$ cat src/rtl/mult_sequencer_if.sv
// Handshake bundle between the multiply sequencer, pad buttons and the
// shift-add datapath (strobes out, multiplier LSB in).
interface mult_sequencer_if;
    logic Run;
    logic ClearA_LoadB;
    logic M;
    logic Clr_A;
    logic Ld_B;
    logic Add;
    logic Sub;
    logic Shift;
    logic Busy;
    logic Done;

    modport master (
        input  Run,
        input  ClearA_LoadB,
        input  M,
        output Clr_A,
        output Ld_B,
        output Add,
        output Sub,
        output Shift,
        output Busy,
        output Done
    );

    modport slave (
        output Run,
        output ClearA_LoadB,
        output M,
        input  Clr_A,
        input  Ld_B,
        input  Add,
        input  Sub,
        input  Shift,
        input  Busy,
        input  Done
    );
endinterface

$ cat src/rtl/mult_sequencer.sv
// Control FSM for the 8-bit shift-add multiplier datapath.
// Optional MULT_SEQ_AUTOCLR_EN adds a CLRA state so every Run clears A/X.
module mult_sequencer #(
    parameter int WIDTH       = 8,
    parameter int SYNC_STAGES = 2
) (
    input  logic              Clk,
    input  logic              Reset,
    mult_sequencer_if.master  sif
);

    localparam int SS = (SYNC_STAGES < 2) ? 2 : SYNC_STAGES;
    localparam int CW = (WIDTH < 2) ? 1 : $clog2(WIDTH);
    localparam logic [CW-1:0] LAST = CW'(WIDTH - 1);

`ifdef MULT_SEQ_AUTOCLR_EN
    typedef enum logic [2:0] {
        IDLE,
        CLRA,
        ADD,
        SHIFT,
        HOLD
    } state_t;
`else
    typedef enum logic [2:0] {
        IDLE,
        ADD,
        SHIFT,
        HOLD
    } state_t;
`endif

    state_t        state;
    logic [CW-1:0] cnt;
    logic [SS-1:0] run_q;
    logic [SS-1:0] cl_q;
    logic          run_s;
    logic          cl_s;
    logic          last;

    assign run_s = run_q[SS-1];
    assign cl_s  = cl_q[SS-1];
    assign last  = (cnt == LAST);

    always_ff @(posedge Clk) begin
        if (!Reset) begin
            state <= IDLE;
            cnt   <= '0;
            run_q <= '1;
            cl_q  <= '1;
        end else begin
            run_q <= {run_q[SS-2:0], sif.Run};
            cl_q  <= {cl_q[SS-2:0], sif.ClearA_LoadB};
            unique case (state)
                IDLE: begin
                    // Clear/load wins; Run starts only once it reads released
                    if (cl_s && !run_s) begin
                        cnt <= '0;
`ifdef MULT_SEQ_AUTOCLR_EN
                        state <= CLRA;
`else
                        state <= ADD;
`endif
                    end
                end
`ifdef MULT_SEQ_AUTOCLR_EN
                CLRA:  state <= ADD;
`endif
                ADD:   state <= SHIFT;
                SHIFT: begin
                    if (last) begin
                        state <= HOLD;
                    end else begin
                        cnt   <= cnt + 1'b1;
                        state <= ADD;
                    end
                end
                HOLD: begin
                    if (run_s) state <= IDLE;
                end
                default: state <= IDLE;
            endcase
        end
    end

    logic clr_a;
    logic ld_b;
    logic add;
    logic sub;
    logic shift;
    logic busy;
    logic done;

    always_comb begin
        clr_a = 1'b0;
        ld_b  = 1'b0;
        add   = 1'b0;
        sub   = 1'b0;
        shift = 1'b0;
        busy  = 1'b0;
        done  = 1'b0;
        unique case (state)
            IDLE: begin
                clr_a = ~cl_s;
                ld_b  = ~cl_s;
            end
`ifdef MULT_SEQ_AUTOCLR_EN
            CLRA: begin
                clr_a = 1'b1;
                busy  = 1'b1;
            end
`endif
            // Last multiplier bit is the two's-complement sign: subtract
            ADD: begin
                busy = 1'b1;
                add  = sif.M & ~last;
                sub  = sif.M & last;
            end
            SHIFT: begin
                busy  = 1'b1;
                shift = 1'b1;
                done  = last;
            end
            default: ;
        endcase
    end

    assign sif.Clr_A = clr_a;
    assign sif.Ld_B  = ld_b;
    assign sif.Add   = add;
    assign sif.Sub   = sub;
    assign sif.Shift = shift;
    assign sif.Busy  = busy;
    assign sif.Done  = done;

endmodule

$ cat src/flat_wrapper.sv
// flat-port wrapper written by rule: the top's interface ports become plain ports
module mult_sequencer_flat 
#(
    parameter int WIDTH       = 8,
    parameter int SYNC_STAGES = 2
)
  (Clk, Reset, sif_Run, sif_ClearA_LoadB, sif_M, sif_Clr_A, sif_Ld_B, sif_Add, sif_Sub, sif_Shift, sif_Busy, sif_Done);
  mult_sequencer_if sif_i ();
  input  logic Clk;
  input  logic Reset;
  input wire logic [$bits(sif_i.Run)-1:0] sif_Run;
  input wire logic [$bits(sif_i.ClearA_LoadB)-1:0] sif_ClearA_LoadB;
  input wire logic [$bits(sif_i.M)-1:0] sif_M;
  output wire logic [$bits(sif_i.Clr_A)-1:0] sif_Clr_A;
  output wire logic [$bits(sif_i.Ld_B)-1:0] sif_Ld_B;
  output wire logic [$bits(sif_i.Add)-1:0] sif_Add;
  output wire logic [$bits(sif_i.Sub)-1:0] sif_Sub;
  output wire logic [$bits(sif_i.Shift)-1:0] sif_Shift;
  output wire logic [$bits(sif_i.Busy)-1:0] sif_Busy;
  output wire logic [$bits(sif_i.Done)-1:0] sif_Done;
  assign sif_i.Run = sif_Run;
  assign sif_i.ClearA_LoadB = sif_ClearA_LoadB;
  assign sif_i.M = sif_M;
  assign sif_Clr_A = sif_i.Clr_A;
  assign sif_Ld_B = sif_i.Ld_B;
  assign sif_Add = sif_i.Add;
  assign sif_Sub = sif_i.Sub;
  assign sif_Shift = sif_i.Shift;
  assign sif_Busy = sif_i.Busy;
  assign sif_Done = sif_i.Done;
  mult_sequencer #(.WIDTH(WIDTH), .SYNC_STAGES(SYNC_STAGES)) u_core (.Clk(Clk), .Reset(Reset), .sif(sif_i));
endmodule
$ cat config.mk
export PLATFORM = sky130hd
export DESIGN_NAME = mult_sequencer_flat
export DESIGN_NICKNAME = d
export VERILOG_FILES = /design/src/rtl/mult_sequencer_if.sv /design/src/rtl/mult_sequencer.sv /design/src/flat_wrapper.sv
export SDC_FILE = /design/constraint.sdc
export NUM_CORES = 1
export LEC_CHECK = 0
export BUFFER_PORTS_ARGS = -buffer_cell sky130_fd_sc_hd__buf_2
export CAP_MARGIN = 20
export CORE_AREA = 5 5 42 44
export CTS_BUF_LIST = sky130_fd_sc_hd__clkbuf_8
export CTS_CLUSTER_DIAMETER = 40
export CTS_CLUSTER_SIZE = 16
export DETAILED_ROUTE_END_ITERATION = 8
export DIE_AREA = 0 0 47 49
export GPL_TIMING_DRIVEN = 0
export MAX_ROUTING_LAYER = met4
export SYNTH_ARGS = -nofsm -noshare
export SYNTH_HDL_FRONTEND = slang
export SYNTH_SLANG_ARGS = --single-unit
export TNS_END_PERCENT = 1
$ cat constraint.sdc
create_clock -name Clk -period 1.7 [get_ports Clk]
set_input_delay 0.085 -clock Clk [delete_from_list [all_inputs] [get_ports Clk]]
set_output_delay 0.085 -clock Clk [all_outputs]
set_load 0.1 [all_outputs]
==> results.md <==
* Total global routing overflow at 0
* Number of synthesized flops with an enable pin at 0
* 1st-iter DRT viols at 0
* Clk Latency, worst-skew pair at around 0.23 ns
* Mapped cell area at just over 500 µm²
* Required @ worst endpoint at roughly 1.8 ns
* Yosys cell types at 19
* Final instance count without filler cells at 82
* Max Root-Sink Buffers at 2
* Share of the synthesized area in the top cell type at 0.355
* RSZ-0062 raised after global routing: true
* CP max FO at 3
* Highest-count cells in the layout ignoring fill and taps: buf_2, dfxtp_1, ha_1
* Syn Nets at 64
* DRC viols at 0
* Max Cap Violations at 0
* #FFs+latches synth at 9
* # port buffers at 11
* Antenna cells at 0
* Setup TNS at 0 ns
* First-pass GRT wire length at ~1500 µm
* Status: complete, no violations
* Max-slew headroom at 0.678
* Area grow syn2layout at 28.1%
* Largest net degree at the start of global routing at 10
* Drt total wl at 842 µm
* Max Fclk at a little over 600 MHz
* Die Area at approximately 2300 µm²
* Worst Clk Skew at roughly 0.0028 ns
* Placed Cells at between 70 and 80
* Starting Density at 0.362
* Std-Cell Rows at 14
* 1st-pass router iterations at 1
* Worst-Margin Slew at 0.486 ns
* Pwr dens at ~1400 nW/µm²
* Post-DP HPWL at between 600 and 700 µm
* Number of antenna violations at the first check in global routing at 0
* Drt via density at 4.43
* Top Ports at 12
* CTS Sinks at 9
* Hold WS at 0.0383 ns
* Clk slew on worst S/H paths at 0.04 ns
* Endpoints failing setup at 0
* CTS tree: built
* Type of the tightest min-delay check: input port to register
* Crit path time final at 1.61 ns
* Net count, final at 80
* Routed length per instance at just over 10 µm
* Share of cells above drive strength 1 at 0.333
* Leading area contributor after synthesis: dfxtp_1
* Startpoint types: register
* Total GRT Usage at 0.0904
* Async SR Flop Fraction at 0
* P_leak at 0.000338 µW
* Max-slew violations at 0
* Synth warn at 0
* Vias in the first global route at around 370
* RD Place Congestion at 0.648
* H-tree levels at 1
* Syn avg cell area at around 10 µm²
* Worst VDD drop at 686 µV
* Post-cts sizing count at 1
* Top post-synthesis cells by area: dfxtp_1, ha_1, and2_1, mux2i_1, nand2b_1
* Detail Route Antenna Nets at 0
* Width of the die at about 47 µm
* Critical path arrival at approximately 1.7 ns
* Cts bufs inserted at 3
* Crit path kind: register to register
* Ys flop type: dfxtp_1
* Fin. Hold Viols at 0
* Core area at about 1400 µm²
* Routed vias at 363
* Syn Inst Count at 51
* CTS Hold Buffers Added at 0
* Setup crit end kind: register
* Final worst path period share at 0.945
* Root Buffer: clkbuf_8
* Register area share after synthesis at 0.355
* Die Y at 49 µm
* # Post-CTS Setup Buffers at 0
-- cell families (layout without fill, tap and decap cells) --
family | count (synthesis) | in the layout | share of synthesized area
and+or+nand+nor | 22 | 22 | 0.264
DFF | 9 | 9 | 0.355
adders and majority gates | 8 | 8 | 0.197
AOI/OAI and AO/OA | 5 | 5 | 0.0887
buffers and inverters | 4 | 19 | 0.0369
muxes | 3 | 3 | 0.0591
-- per-stage QoR --
step                setup slack [ns]  cell area, µm²  power, µW   util
floorplan                     -0.322             514        594      -
finish                        0.0938             651        899  0.464
detailed placement            0.0473             589        644  0.421
global route                 0.00379             651        957  0.464
CTS                           0.0401             637        886  0.454
global placement              0.0613             589        642  0.421
-- power by group --
group	switching [µW]	internal, µW
registers	20.6	232
logic	300	112
clock network	78.4	157
-- cells in the mapped netlist, drive strengths merged, types with 2 or more instances --
master and n:
nand2b 5, dfxtp 9, nand2 2, inv 3
mux2i 3, ha 8, and2 5, nor2 3
nor2b 4
-- layer usage --
metal	wire length [µm]	track usage	part of all wire
met5	0	-	0
met4	12	0.0691	0.014
met3	34	0.0221	0.040
met2	406	0.145	0.48
met1	387	0.0885	0.46
-- sequential cells by signal (all words and copies together), names as in the netlist --
| name | count |
|---|---|
| u_core.state | 2 |
| u_core.run_q | 2 |
| u_core.cl_q | 2 |
| u_core.cnt | 3 |
-- worst max-delay path, cell delays in order (launching register included) --
cell,delay [ns]
dfxtp_1,0.32
ha_1,0.22
ha_1,0.22
and2_1,0.19
a211oi_4,0.26
mux2i_1,0.23
nor2b_1,0.06
-- worst paths after layout --
kind	cells past startpoint	to	from	slack, ns
worst max-delay path	6	u_core.cnt[0]	u_core.cnt[0]	0.09
worst min-delay path	2	u_core.run_q[0]	sif_Run	0.04
worst max register to register	6	u_core.cnt[0]	u_core.cnt[0]	0.09
worst min register to register	1	u_core.run_q[1]	u_core.run_q[0]	0.40
-- area by class of cell --
| class | instances | area, µm² |
|---|---|---|
| buffer | 1 | 7.51 |
| clock buffer | 3 | 41.3 |
| sequential | 9 | 181 |
| timing repair buffer | 11 | 62.6 |
| inverter | 3 | 11.3 |
| fill | 146 | 751 |
| clock inverter | 1 | 3.75 |
| tap | 16 | 20.0 |
| multi-input combinational | 38 | 323 |
Power figures use the tool's default switching activity.
